--- src/rtl/fetch_prefetch_unit.sv ---
// fetch_prefetch_unit
// Instruction fetch stage: owns the fetch PC, issues word fetches over a
// req/ack handshake, buffers returned words with their PCs in a small
// prefetch FIFO and hands them to the decoder through valid/ready.
// A taken branch redirects fetch and flushes everything buffered.
module fetch_prefetch_unit #(
  parameter int unsigned DEPTH    = 4,
  parameter logic [31:0] RESET_PC = 32'h0000_0000
) (
  input  logic                    clk,
  input  logic                    rst,
  input  logic                    branch_taken,
  input  logic [31:0]             branch_target,
  output logic                    imem_req,
  output logic [31:0]             imem_addr,
  input  logic                    imem_ack,
  input  logic [31:0]             imem_rdata,
  output logic                    instr_valid,
  input  logic                    instr_ready,
  output logic [31:0]             instru,
  output logic [31:0]             instr_pc,
  output logic [$clog2(DEPTH):0]  fifo_count
);

  localparam int unsigned AW = $clog2(DEPTH);
  localparam int unsigned CW = AW + 1;
  localparam logic [CW-1:0] DEPTH_C = CW'(DEPTH);

  typedef enum logic [1:0] {
    S_IDLE  = 2'd0,
    S_REQ   = 2'd1,
    S_DRAIN = 2'd2
  } state_e;

  // Fetch control state
  state_e         state_q;
  logic [31:0]    fetch_pc_q;
  logic           imem_req_q;
  logic [31:0]    imem_addr_q;

  // Prefetch FIFO state; each entry is {instruction, pc}
  logic [63:0]    mem_q [DEPTH];
  logic [AW-1:0]  wptr_q;
  logic [AW-1:0]  rptr_q;
  logic [CW-1:0]  count_q;
  logic           valid_q;
  logic [31:0]    instru_q;
  logic [31:0]    instr_pc_q;

  // Combinational event decode and next-state values
  logic           xfer;
  logic           pop;
  logic           flush;
  logic           push;
  logic [CW-1:0]  count_pop;
  logic [CW-1:0]  count_d;
  logic [AW-1:0]  rptr_d;
  logic [AW-1:0]  wptr_d;
  logic [63:0]    head_d;
  logic [31:0]    pc_inc;
  logic [31:0]    target;

  // Decode this cycle's transfer/pop/flush and derive next occupancy and head
  always_comb begin
    xfer      = imem_req_q & imem_ack;
    pop       = valid_q & instr_ready;
    flush     = branch_taken;
    // Only a word fetched in REQ is kept; DRAIN returns and flushed
    // transfers are dropped.
    push      = (state_q == S_REQ) & xfer & ~flush;
    count_pop = count_q - CW'(pop);
    count_d   = flush ? '0 : (count_pop + CW'(push));
    rptr_d    = rptr_q + AW'(pop);
    wptr_d    = wptr_q + AW'(push);
    pc_inc    = fetch_pc_q + 32'd4;
    target    = {branch_target[31:2], 2'b00};
    // When the FIFO drains to empty and refills on the same edge, the new
    // head is the word arriving now rather than anything in storage.
    if (push && (rptr_d == wptr_q)) begin
      head_d = {imem_rdata, fetch_pc_q};
    end else begin
      head_d = mem_q[rptr_d];
    end
  end

  // Fetch FSM: state, fetch PC and the registered memory request outputs
  always_ff @(posedge clk or negedge rst) begin
    if (!rst) begin
      state_q     <= S_IDLE;
      fetch_pc_q  <= RESET_PC;
      imem_req_q  <= 1'b0;
      imem_addr_q <= RESET_PC;
    end else begin
      case (state_q)
        S_IDLE: begin
          if (flush) begin
            state_q     <= S_REQ;
            fetch_pc_q  <= target;
            imem_req_q  <= 1'b1;
            imem_addr_q <= target;
          end else if (count_pop < DEPTH_C) begin
            state_q     <= S_REQ;
            imem_req_q  <= 1'b1;
            imem_addr_q <= fetch_pc_q;
          end
        end
        S_REQ: begin
          if (flush) begin
            fetch_pc_q <= target;
            if (xfer) begin
              // Outstanding request just completed; restart at the target.
              imem_addr_q <= target;
            end else begin
              // Request cannot be withdrawn: keep it on the old address and
              // throw the returning word away.
              state_q <= S_DRAIN;
            end
          end else if (xfer) begin
            fetch_pc_q  <= pc_inc;
            imem_addr_q <= pc_inc;
            if (count_d >= DEPTH_C) begin
              state_q    <= S_IDLE;
              imem_req_q <= 1'b0;
            end
          end
        end
        S_DRAIN: begin
          if (flush) begin
            fetch_pc_q <= target;
          end else if (xfer) begin
            state_q     <= S_REQ;
            imem_addr_q <= fetch_pc_q;
          end
        end
        default: begin
          state_q    <= S_IDLE;
          imem_req_q <= 1'b0;
        end
      endcase
    end
  end

  // FIFO storage write; no reset needed since occupancy qualifies the data
  always_ff @(posedge clk) begin
    if (push) begin
      mem_q[wptr_q] <= {imem_rdata, fetch_pc_q};
    end
  end

  // FIFO pointers, occupancy and registered head outputs
  always_ff @(posedge clk or negedge rst) begin
    if (!rst) begin
      wptr_q     <= '0;
      rptr_q     <= '0;
      count_q    <= '0;
      valid_q    <= 1'b0;
      instru_q   <= '0;
      instr_pc_q <= '0;
    end else if (flush) begin
      wptr_q  <= '0;
      rptr_q  <= '0;
      count_q <= '0;
      valid_q <= 1'b0;
    end else begin
      wptr_q  <= wptr_d;
      rptr_q  <= rptr_d;
      count_q <= count_d;
      valid_q <= (count_d != '0);
      // Head outputs hold their last value while the FIFO is empty.
      if (count_d != '0) begin
        instru_q   <= head_d[63:32];
        instr_pc_q <= head_d[31:0];
      end
    end
  end

  assign imem_req    = imem_req_q;
  assign imem_addr   = imem_addr_q;
  assign instr_valid = valid_q;
  assign instru      = instru_q;
  assign instr_pc    = instr_pc_q;
  assign fifo_count  = count_q;

endmodule

--- config.mk ---
export PLATFORM = sky130hd
export DESIGN_NAME = fetch_prefetch_unit
export DESIGN_NICKNAME = d
export VERILOG_FILES = /design/src/rtl/fetch_prefetch_unit.sv
export SDC_FILE = /design/constraint.sdc
export NUM_CORES = 1
export LEC_CHECK = 0
export ABC_AREA = 1
export CAP_MARGIN = 20
export CORE_MARGIN = 10
export CORE_UTILIZATION = 40
export DETAILED_ROUTE_END_ITERATION = 7
export HOLD_SLACK_MARGIN = 0.1
export SYNTH_ARGS = -nofsm -noshare
export SYNTH_HDL_FRONTEND = slang
export SYNTH_SLANG_ARGS = --single-unit
--- constraint.sdc ---
create_clock -name clk -period 8.7 [get_ports clk]
set_clock_uncertainty 0.05 [all_clocks]
set_input_delay 1.305 -clock clk [delete_from_list [all_inputs] [get_ports clk]]
set_output_delay 1.305 -clock clk [all_outputs]
set_load 0.01 [all_outputs]
# ---- Word-level counts from Yosys, hierarchy flattened
# Memory sizes are Yosys's and may differ from the RTL's. A register that Yosys moved wholly into a read port is not among the register bits.
# Index checks and enable logic that the tools add are counted.
dict set report totals {
  regBits 75
  mem_bits_rw 256
  in_bits 69
  out_inout_bits 101
  word_cells 78
  memories 1
}
# name depth word_bits read_ports rd_ports_with_merged_regs write_ports line_no
set memory_table {}
lappend memory_table {mem_q 4 64 1 1 1 42} ;# logic [63:0] mem_q [DEPTH];
dict set report op_classes {
  addsub 5
  magnitude_cmp 2
  n_eq_ne 12
  muxes 33
  n_bitwise 6
  reduce_logical 11
}
# op count
set ops {}
lappend ops {{$mux 32} 9}
lappend ops {{$pmux 32 s3} 1}
lappend ops {{$pmux 32 s2} 1}
lappend ops {{$add 32x3->32 const B} 1}
lappend ops {{$mux 2} 10}
lappend ops {{$reduce_and 5->1} 2}
lappend ops {{$ne 3x3->1 const B} 3}
lappend ops {{$mux 1} 8}
lappend ops {{$ne 2x2->1 const B} 4}
lappend ops {{$mux 3} 2}
lappend ops {{$pmux 2 s3} 1}
lappend ops {{$reduce_and 6->1} 1}
lappend ops {{$reduce_bool 3->1} 2}
lappend ops {{$add 2x1->2} 2}
lappend ops {{$and 1x1->1} 4}
lappend ops {{$ne 2x1->1 const B} 2}
lappend ops {{$add 3x1->3} 1}
lappend ops {{$ge 3x3->1 const B} 1}
lappend ops {{$lt 3x3->1 const B} 1}
lappend ops {{$ne 3x2->1 const B} 1}
lappend ops {{$pmux 1 s3} 1}
lappend ops {{$reduce_and 3->1} 1}
lappend ops {{$sub 3x1->3} 1}
lappend ops {{$eq 2x1->1 const B} 1}
lappend ops {{other kinds (7)} 8}

# ---- Logic depth before layout (Yosys ltp)
# Gate-level depths: netlist of the first run.
dict set report depth {
  word_depth 10
  depth_mapped 15
  depth_no_buf 13
}

# ---- Least setup slack after synthesis of the first run
# OpenSTA, ideal clock, no wires.
dict set report synth_path {
  kind {in2reg}
  from {in branch_taken}
  to {mem mem_q[2][0], enable pin}
  setup_ps 565
  arrival_time_ps 6127
  t_required_ps 8085
  slack_ps 1958
  path_stages 4
  n_path_buf 1
  path_cell_list {buf_2 -> nor3_4 -> inv_2 -> nor3_1}
}
dict set report synth_between {
  elab_chain_cells 4
}
# item line_no
set synth_rtl {}
lappend synth_rtl {{start, declared} 12} ;# input logic branch_taken,
lappend synth_rtl {{$not 1->1 (no source line)} n/a}
lappend synth_rtl {{$and 1x1->1} 70} ;# push = (state_q == S_REQ) & xfer & ~flush;
lappend synth_rtl {{$mux 1} 145} ;# if (push) begin
lappend synth_rtl {{$mux 1 (not written as such)} 146} ;# mem_q[wptr_q] <= {imem_rdata, fetch_pc_q};
lappend synth_rtl {{end, declared} 42}
# No other way between the ends.

# ---- Worst setup path in the final report of the first run
dict set report layout_path {
  from {in instr_ready}
  to {reg instr_pc_q[28] (netlist: instr_pc[28])}
}
dict set report layout_between {
  elab_chain_cells 6
  elab_cells_between_ends 7
  cone_classes {add/sub (3); mux (1); bitwise (1); reduce/logical (2)}
}
# item line_no
set layout_rtl {}
lappend layout_rtl {{start, declared} 19} ;# input logic instr_ready,
lappend layout_rtl {{$and 1x1->1 (*)} 66} ;# pop = valid_q & instr_ready;
lappend layout_rtl {{$sub 3x1->3} 71} ;# count_pop = count_q - CW'(pop);
lappend layout_rtl {{$add 3x1->3} 72} ;# count_d = flush ? '0 : (count_pop + CW'(push));
lappend layout_rtl {{$mux 3} 72}
lappend layout_rtl {{$reduce_bool 3->1} 170} ;# if (count_d != '0) begin
lappend layout_rtl {{$reduce_and 2->1 (no source line)} n/a}
lappend layout_rtl {{end signal, assigned} 172} ;# instr_pc_q <= head_d[31:0];
lappend layout_rtl {{end, declared} 48} ;# logic [31:0] instr_pc_q;
# Mark *: on every way between the ends. The rest lies on a longest branch, timed or not.
# A chain may end at the register's enable or synchronous reset.

==> results of run 1 <==
==> layout by cell type (no fill, tap or decap), types with 4 or more instances in the layout <==
| cell | n |
|---|---|
| edfxtp_1 | 256 |
| nand2_1 | 764 |
| nor3_2 | 4 |
| dfrtp_1 | 139 |
| clkbuf_8 | 6 |
| inv_2 | 5 |
| nand3b_1 | 18 |
| clkinv_1 | 4 |
| clkinv_2 | 6 |
| or2_2 | 5 |
| o21ai_0 | 62 |
| inv_1 | 64 |
| nor2_1 | 134 |
| buf_4 | 23 |
| clkbuf_1 | 12 |
| o21ai_1 | 36 |
| a21oi_1 | 79 |
| nor3_1 | 4 |
| clkdlybuf4s50_1 | 165 |
| ha_1 | 10 |
| nand3_1 | 219 |
| o22ai_1 | 15 |
| clkbuf_16 | 45 |
| nand4_1 | 11 |
| bufinv_16 | 4 |
| o211ai_1 | 5 |
| mux2i_1 | 4 |
==> metal layers <==
metal / up-vias / GRT usage [%] / share of wire (%)
met5: - / 0 / 0.034
met4: 2 / 5.49 / 2.2
met3: 73 / 3.29 / 6.5
met2: 450 / 29.2 / 47
met1: 6767 / 25.0 / 45
li1: 6829 / - / -
==> cell type report <==
class	count	area share, %
Inverter	71	1.25
Tap cell	592	3.43
Timing Repair Buffer	191	8.64
Clock buffer	63	5.80
Clock inverter	17	0.886
Multi-Input combinational cell	1390	28.3
Sequential cell	395	51.6
==> worst max path at each step <==
stage                    to         start  slack (ns)
2_1_floorplan   mem_q[2][0]  branch_taken        1.96
3_3_place_gp   instr_pc[11]   instr_ready        3.65
3_5_place_dp    instr_pc[7]   instr_ready        3.58
4_1_cts         instr_pc[7]   instr_ready        4.17
5_1_grt        instr_pc[13]   instr_ready        3.87
6_report       instr_pc[28]   instr_ready        4.15
==> critical path, stage by stage <==
cell and delay (ns):
clkdlybuf4s50_1 0.51, nand2_1 0.14, nand2_1 0.13, nand2_4 0.38
inv_4 0.46, nand2_1 0.16, a21oi_4 0.14, buf_4 0.38
nand2_4 0.49, buf_4 0.47, nand2_1 0.13, nand2_1 0.06
o21ai_1 0.15
==> power by group <==
group	internal [W]	switching (W)	total (W)
sequential	0.00243	0.000404	0.00284
clock	0.00112	0.000733	0.00185
combinational	0.00106	0.00178	0.00284
==> synthesized netlist by cell type (2+ instances only) <==
cell | instances | share of area, %
o21ai_0 | 62 | 1.7
edfxtp_1 | 256 | 43
or2_2 | 5 | 0.17
clkbuf_1 | 53 | 1.1
buf_6 | 3 | 0.19
dfrtp_1 | 139 | 19
nand2_2 | 2 | 0.069
buf_4 | 4 | 0.17
nand3b_1 | 18 | 0.75
nor3_1 | 8 | 0.22
ha_1 | 10 | 0.69
nand3_1 | 220 | 6.1
o31ai_1 | 2 | 0.083
mux2i_1 | 4 | 0.22
o211ai_1 | 5 | 0.21
nor2_1 | 134 | 2.8
nand2_1 | 767 | 16
buf_2 | 42 | 1.2
o21ai_1 | 36 | 1.0
o22ai_1 | 15 | 0.52
inv_1 | 65 | 1.4
a21oi_1 | 79 | 2.2
inv_2 | 6 | 0.12
buf_1 | 13 | 0.27
nand4_1 | 11 | 0.38
==> metrics by stage <==
| step | cell area, um^2 | setup slack (ns) |
|---|---|---|
| after floorplan | 18000 | 1.96 |
| after global placement | 20100 | 3.65 |
| after detailed placement | 20100 | 3.58 |
| after CTS | 21600 | 4.17 |
| after global routing | 21600 | 3.87 |
| final | 21600 | 4.15 |
==> registers in the layout, summed over array words and instances (netlist names), 3 cells and up <==
signal,flops
fifo_count,3
instru,32
imem_addr,32
instr_pc,32
mem_q,256
fetch_pc_q,32
==> cells by family after synthesis <==
| family | after synthesis | synth area share, % |
|---|---|---|
| and+or+nand+nor | 1168 | 26.6 |
| xor gates and xnor gates | 2 | 0.139 |
| AOI/OAI and AO/OA | 206 | 6.07 |
| adders and majority gates | 10 | 0.694 |
| buffers and inverters | 186 | 4.37 |
| DFF | 395 | 61.9 |
| muxes | 4 | 0.222 |
==> flow_summary.ini, run 1 <==
[timing]
hold_violations = 0
slew_headroom_pct = 27.0
report.final.setup_viol = 0
rsz0062_at_grt = false
fin_crit_sh_pct = 52.3
max_freq_mhz = 220
holdWs_ns = 0.430
layout_min_cycle_time_ns = 4.55
finalMaxSlewViolations = 0
max_slew.worst_pin.slew_ns = 1.09
tns_ns = 0

[placed_design]
io_buffers = 167
hpwlAfterDp_um = 29200
place.gp.congestion = 0.822
dpl.cell_count = 2638

[worst_setup_path]
reg2reg_to = instr_pc[19]
rr_worst_depth = 15
cp_data_required_time_ns = 9.13
critPathLaunchType = input pin
crit_path_max_fanout = 57
r2r_setup_slack_ns = 4.71
critPathArrivalTime_ns = 4.98
r2r-start = state_q[1]
worstSetupEndpointType = flip-flop
worstSetupPathType = in -> reg

[yosys]
syn_area_per_cell_um2 = 9.15
mappedNetlistArea_um2 = 18000
ys_warn_count = 0
synthDistinctLibCells = 37
synth-seq-cells = 395
async_flop_share_pct = 35.2
syn_inst = 1971
synth_edf_count = 256
ys.flop_type = edfxtp_1
syn-num-nets = 2050
yosysSeqAreaShare_pct = 61.9

[cells_and_area]
n_fill_cell = 4092
drive_above_1_share_pct = 5.50
nNetsFinal = 2172
final_core_util_pct = 48.7
multi_input_area_um2 = 6130
area_growth_pct = 19.8
regArea_um2 = 11200
antenna_cells = 0
stdcell_count = 2719

[grt]
grt_pass1_wl_um = 77900
antenna_found_initial = 1
first_global_vias = 13459
grt_start_max_net_pins = 101
overflow = 0
track_usage_pct = 18.3

[routing]
drt-wirelength-per-cell_um = 18.4
drc_errors = 0
avgViaCountPerCell = 5.19
totalWireLength_um = 50100
vias = 14121
dr.pass1.iters = 6
antenna_left = 0
first_iter_violations = 1203

[clock_tree]
root_buffer = clkbuf_16
cts_tree = yes
cts_made_buffers = 44
cts.sinks = 395
cts_max_path_buffers = 3
path_clk_slew_ns = 0.06
insertion_delay_ns = 0.56
ctsResizeCount = 0
ctsHoldBuffers = 0
cts_setup_buffers = 0
htree_levels = 2

[floorplan]
die_w_um = 232
io_pins = 170
initial_core_util_pct = 40.6
fp-row-count = 77
die_y_um = 232
die_area_um2 = 54000
core_area_um2 = 44400

[worst_hold_path]
hp-class = reg -> reg
min-delay-start = instru[28]
min_to = instru[28]
holdPathStages = 2

[job]
cap_violations = 0

[pwr]
p_leak_nw = 8.90
p_per_area_nw_per_um2 = 348
peakVddDrop_uv = 237
p_total_w = 0.00753

[outcome]
status = finished clean
No activity file was read; power rests on OpenSTA's default activity.
==> run 2, diff against run 1 <==
Clock period 8.7 ns to 4.45 ns, I/O delays scaled along.
==> run 2 against run 1 <==
  * Die area is the same
  * Worst hold slack lost 0.33 ns
  * Sequential power grew 95%
  * Setup slack lost 3.0 ns
  * Total power grew 94%
  * Combinational power grew 98%
  * Largest cell class unchanged
  * Highest routed layer is now met4
==> flow_summary.ini, run 2 (synthesis gave the netlist of run 1 again) <==
[outcome]
status = finished clean

[floorplan]
io_pins = 170
fp-row-count = 77
die_y_um = 232
die_w_um = 232
initial_core_util_pct = 40.6
die_area_um2 = 54000
core_area_um2 = 44400

[clock_tree]
cts_max_path_buffers = 3
ctsHoldBuffers = 0
htree_levels = 2
cts_setup_buffers = 0
cts_tree = yes
ctsResizeCount = 0
cts_made_buffers = 42
root_buffer = clkbuf_16
cts.sinks = 395
insertion_delay_ns = 0.57
path_clk_slew_ns = 0.06

[grt]
grt_pass1_wl_um = 78400
track_usage_pct = 18.3
overflow = 0
antenna_found_initial = 0
first_global_vias = 13670
grt_start_max_net_pins = 129

[timing]
max_slew.worst_pin.slew_ns = 1.02
layout_min_cycle_time_ns = 3.28
slew_headroom_pct = 31.9
max_freq_mhz = 305
fin_crit_sh_pct = 73.8
report.final.setup_viol = 0
rsz0062_at_grt = false
hold_violations = 0
finalMaxSlewViolations = 0

[placed_design]
place.gp.congestion = 0.846
place_area_um2 = 20300
dpl.cell_count = 2647
io_buffers = 167
hpwlAfterDp_um = 30000

[worst_setup_path]
reg2reg_to = fetch_pc_q[22]
cp_data_required_time_ns = 4.84
rr_worst_depth = 12
worstSetupEndpointType = flip-flop
critPathLaunchType = flip-flop
critPathArrivalTime_ns = 3.67
r2r-start = state_q[0]
worstSetupPathType = reg -> reg
r2r_setup_slack_ns = 1.17
crit_path_max_fanout = 33

[cells_and_area]
regMostFlops = mem_q
antenna_cells = 0
nNetsFinal = 2178
drive_above_1_share_pct = 5.81
fin_area_um2 = 21600
largest_register_ff_count = 256
mostFrequentLayoutCells = 764 x nand2_1, 256 x edfxtp_1, 219 x nand3_1
layout_commonest_cell = nand2_1
stdcell_count = 2725
area_growth_pct = 19.9

[pwr]
p_leak_nw = 8.92
peakVddDrop_uv = 428
p_per_area_nw_per_um2 = 677

[routing]
avgViaCountPerCell = 5.17
vias = 14098
antenna_left = 0
totalWireLength_um = 50400
first_iter_violations = 1327
dr.pass1.iters = 6
drc_errors = 0
drt-wirelength-per-cell_um = 18.5

[worst_hold_path]
hp-class = in -> async

[job]
cap_violations = 0
run 2: changes by cell type in the layout (fill, tap and decap cells not counted), sizes merged:
cell and change:
buf +8, bufinv -1, clkbuf -3, clkinv +1, clkinvlp -2, inv +3
run 2: cell type report:
class,instances,area [um^2]
tap,592,741
timing repair buffer,199,1970
fill,4129,22800
clock buffer,60,1180
inverter,71,269
clock inverter,18,183
multi-input combinational,1390,6130
sequential,395,11200
run 2: layer usage:
metal | vias up | global-route usage [%] | wire length (um)
li1 | 6848 | - | -
met1 | 6781 | 24.0 | 22300
met2 | 400 | 30.5 | 24200
met3 | 69 | 3.49 | 3020
met4 | 0 | 5.08 | 934
met5 | - | 0 | 0
run 2: how the worst max path moves through the flow:
stage | from | to | slack, ns | cells after the start
floorplan | branch_taken | mem_q[2][0] | -1.65 | 4
global placement | instr_ready | instr_pc[25] | 0.90 | 14
detailed placement | imem_ack | instr_pc[27] | 0.89 | 13
CTS | state_q[0] | fetch_pc_q[14] | 1.27 | 12
global route | state_q[0] | fetch_pc_q[31] | 1.01 | 12
finish | state_q[0] | fetch_pc_q[22] | 1.17 | 12
run 2: per-stage QoR:
| step | hold slack, ns | worst slack [ns] | total power, W | TNS [ns] | utilization (%) |
|---|---|---|---|---|---|
| 5_1_grt | 0.134 | 1.01 | 0.0157 | 0 | 48.7 |
| 4_1_cts | 0.106 | 1.27 | 0.0148 | 0 | 48.7 |
| 3_5_place_dp | 0.415 | 0.893 | 0.0113 | 0 | 45.6 |
| 2_1_floorplan | 0.322 | -1.65 | 0.00885 | -423.46 | - |
| 6_report | 0.0968 | 1.17 | 0.0146 | 0 | 48.7 |
| 3_3_place_gp | 0.414 | 0.904 | 0.0112 | 0 | 45.6 |
run 2: power by group:
part / internal (W) / switching, W
sequential: 0.00476 / 0.000780
clock: 0.00203 / 0.00145
combinational: 0.00212 / 0.00351
run 2: critical path: stages, from the launching register on:
cell	delay, ns
dfrtp_1	0.43
inv_1	0.10
ha_1	0.15
buf_4	0.35
nor2_1	0.07
buf_4	0.27
inv_1	0.09
buf_4	0.37
nand2_1	0.15
nand2_2	0.48
inv_2	0.30
a21oi_1	0.21
a21oi_1	0.09
==> variant 1, RTL diff (config.mk and constraints of run 2) <==
Register the output `fifo_count` once more, without a reset; this adds one clock of latency there. The other outputs are not delayed to match.
--- a/src/rtl/fetch_prefetch_unit.sv
+++ b/src/rtl/fetch_prefetch_unit.sv
@@ -179,7 +179,9 @@
   assign instr_valid = valid_q;
   assign instru      = instru_q;
   assign instr_pc    = instr_pc_q;
-  assign fifo_count  = count_q;
+  always_ff @(posedge clk) begin
+    fifo_count <= count_q;
+  end
 
 endmodule
 
Behaviour: not the same (a bounded check fails within 4 cycles, from zero or initial values and one cycle with rst low).
==> variant 1 against run 2 <==
Cell area up 1.7%. Wire length rose by 1.6%. Sequential cell count rose by 3. Synthesized area is 0.99% higher. Core utilization barely moved. Total power is 2.8% higher. Worst hold slack gained 0.23 ns. Critical path type unchanged. Worst setup slack gained 0.26 ns.
==> variant 1: results (changes against run 2) <==
* Run status: completed
* FF+latch count at 398 (+0.76%)
* CP peak stage delay at 0.43 ns (-0.05 ns)
* GR Util met2 at 0.310 (+0.00475)
* Multiplexer share of the synthesized area at 0 (-0.00222)
* Met1 Use GR at 0.249 (+0.00944)
* Gpl congestion at 0.870 (+2.8%)
* CP arrival at 3.46 ns (-0.21 ns)
* Synth Area in Compound Gates at 0.0529 (-0.00774)
* XOR/XNOR Fraction of Synth Area at 0.00282 (+0.00143)
* Pwr dens at 684 mW/mm^2 (+1.1%)
* Initial drt markers at 1,240 (-6.6%)
* Sequential cell area share at 0.510 (-0.00572)
* Crit path max fanout at 38 (+15%)
* Fillers at 4,181 (+1.3%)
* Ys async rst share at 0.349 (-0.00265)
* Top Family by Delay on Critical Path: simple AND/OR/NAND/NOR gates
* Largest net degree at the start of global routing at 78 (-40%)
* Synth cell types at 35 (-5.4%)
* Ant. Diodes at 1 (+1)
* 1st-pass router iterations at 5 (-1)
* Fraction of area in multi-input gates at 0.277 (-0.00600)
* Via/cell ratio at 5.17 (about the same)
* Worst slew pin tran at 0.900 ns (-0.122 ns)
* Net count, final at 2,205 (+1.2%)
* Dpl hpwl at 30.7 mm (+2.2%)
* Leak at 9.24 nW (+3.5%)
* Bufs w/o clock at 197 (-1.0%)
[variant 1: changes by cell type in the layout (fill, tap and decap cells not counted), moves of 7 or more]
cell	change
nand4_1	-8
inv_1	+40
clkbuf_1	-7
o21ai_1	-36
a21oi_1	-9
nand3_1	+93
nor2_1	-51
o21ai_0	+10
nand3b_1	-16
[variant 1: worst paths after layout]
kind / slack (ns) / from / to
min in group asynchronous: 0.64 / rst / imem_addr[26]
max in group asynchronous: 2.66 / rst / instru[12]
setup / recovery: 1.42 / state_q[1] / instru[14]
setup reg to reg: 1.42 / state_q[1] / instru[14]
hold reg to reg: 0.33 / count_q[1] / fifo_count[1]
hold / removal: 0.33 / count_q[1] / fifo_count[1]
[variant 1: cells by family (layout without fill, tap and decap cells)]
logic type	after synthesis	count (layout)
AO/OA/AOI/OAI	178	178
XOR/XNOR	5	5
adder cells (fa/ha/maj)	10	10
buffers and inverters	226	388
flip-flops	398	398
other	0	1
AND/OR/NAND/NOR	1181	1181
[variant 1: what timing repair did]
item	in CTS	in global routing
hold buffers	1	0
setup endpoints to repair	0	0
hold endpoints to repair	14	0
[variant 1: through the flow]
| stage | util | setup TNS [ns] | setup slack, ns | total power (W) |
|---|---|---|---|---|
| after floorplan | - | -413.79 | -1.62 | 0.00890 |
| after global placement | 0.453 | 0 | 0.878 | 0.0112 |
| after detailed placement | 0.453 | 0 | 0.883 | 0.0113 |
| after CTS | 0.487 | 0 | 1.40 | 0.0152 |
| after global routing | 0.487 | 0 | 1.17 | 0.0161 |
| final | 0.487 | 0 | 1.42 | 0.0151 |
[variant 1: where the power goes]
group          internal, W  total (W)  switching (W)
Sequential         0.00479    0.00545       0.000653
Clock              0.00237    0.00385        0.00148
Combinational      0.00212    0.00576        0.00364
==> variant 2, RTL diff (flow settings as in run 2) <==
Without the edit above. `DEPTH`: 4 -> 2.
--- a/src/rtl/fetch_prefetch_unit.sv
+++ b/src/rtl/fetch_prefetch_unit.sv
@@ -4,7 +4,7 @@
 // prefetch FIFO and hands them to the decoder through valid/ready.
 // A taken branch redirects fetch and flushes everything buffered.
 module fetch_prefetch_unit #(
-  parameter int unsigned DEPTH    = 4,
+  parameter int unsigned DEPTH    = 2,
   parameter logic [31:0] RESET_PC = 32'h0000_0000
 ) (
   input  logic                    clk,
Interface: changed (resized fifo_count); port bits go from 170 to 169. The function was not compared with the original's and may differ.
==> variant 2 against run 2 <==
Clock power shrank 30%. Wire length fell by 26%. Final cell count down 27%. Critical endpoint is now fetch_pc_q[17]. Non-clock buffer count decreased by 9. Highest routed layer unchanged. Sequential cell count shrank 131. Synthesized area shrank 30%. Count of clock-buffer cells in the layout shrank 19. Sequential power shrank 29%. Worst setup slack worse by 0.11 ns. Cell area decreased by 28%. Combinational power decreased by 11%. Total power fell by 23%. Sequential share of layout area decreased by 5.2 points.
==> variant 2: results (changes against run 2) <==
* WL met1 at 17.1 mm (-23%)
* CP peak stage delay at 0.72 ns (+0.24 ns)
* Pwr dens at 725 mW/mm^2 (+7.2%)
* 1st-pass router iterations at 5 (-1)
* Run status: completed
* Rel. slew slack at 0.368 (+0.0489)
* CTS buffer count at 30 (-29%)
* WHS at 0.174 ns (+0.0772 ns)
* Synthesized netlist cell count at 1,418 (-28%)
* Gate power share at 0.441 (+0.057)
* Register area share after synthesis at 0.572 (-0.0473)
* Finished Layout Cells at 1,982 (-27%)
* Gpl congestion at 0.880 (+4.0%)
* Max FFs per register at 128 (-50%)
* Most common library cells after synthesis: nor2_1, nand2_1, dfrtp_1
* Vias in the first global route at 10.4k (-24%)
* Synth cell types at 41 (+11%)
* Fillers at 2,906 (-30%)
* Seq pwr share at 0.345 (-0.033)
* Met3 WL at 3.03 mm (+0.46%)
* Ranking of synthesized cells by area: edfxtp_1, dfrtp_1, nor2_1
* Internal Power at 0.00668 W (-25%)
* # port buffers at 166 (-0.60%)
* Met3 Usage GRT at 0.0414 (+0.00648)
* CP arrival at 3.80 ns (+0.13 ns)
* Ys async rst share at 0.515 (+0.163)
* Main synth FF type: dfrtp_1
* XOR/XNOR Fraction of Synth Area at 0.00345 (+0.00207)
* Critical path's slowest cell: inv_1
* Synth Area in Compound Gates at 0.135 (+0.0746)
* Initial drt markers at 924 (-30%)
* H-tree Lvls at 1 (-1)
* Dpl hpwl at 24.5 mm (-18%)
* Fraction of layout instances using a drive strength above 1 at 0.0709 (+0.0128)
* Tot GR Track Use at 0.190 (+0.00630)
* Peak supply drop at 0.439 mV (+2.4%)
* Leak at 6.42 nW (-28%)
* Met1 Use GR at 0.265 (+0.0245)
* Post-placement cell count at 1,926 (-27%)
## variant 2: cell families after synthesis
group,count (synthesis)
buffers and inverters,162
AO/OA/AOI/OAI,307
flip-flops,264
XOR/XNOR,5
adder cells (fa/ha/maj),10
AND/OR/NAND/NOR,670
## variant 2: worst max-delay path by stage
stage,slack [ns],from,cells after the start,to
6_report,1.06,state_q[0],11,fetch_pc_q[17]
5_1_grt,0.88,state_q[0],11,fetch_pc_q[20]
4_1_cts,1.11,state_q[0],11,fetch_pc_q[17]
3_5_place_dp,1.11,imem_ack,11,instru[24]
3_3_place_gp,1.12,imem_ack,12,instr_pc[27]
2_1_floorplan,1.39,state_q[1],5,mem_q[0][0]
## variant 2: cell type report
class | count | area (sq um) | area share
flip-flops and latches | 264 | 7250 | 0.464
repair buffers | 190 | 1860 | 0.119
inverters | 78 | 293 | 0.0187
clock buffers | 41 | 842 | 0.0539
well taps | 402 | 503 | 0.0322
multi-input cells | 992 | 4730 | 0.303
clock inverters | 15 | 136 | 0.00873
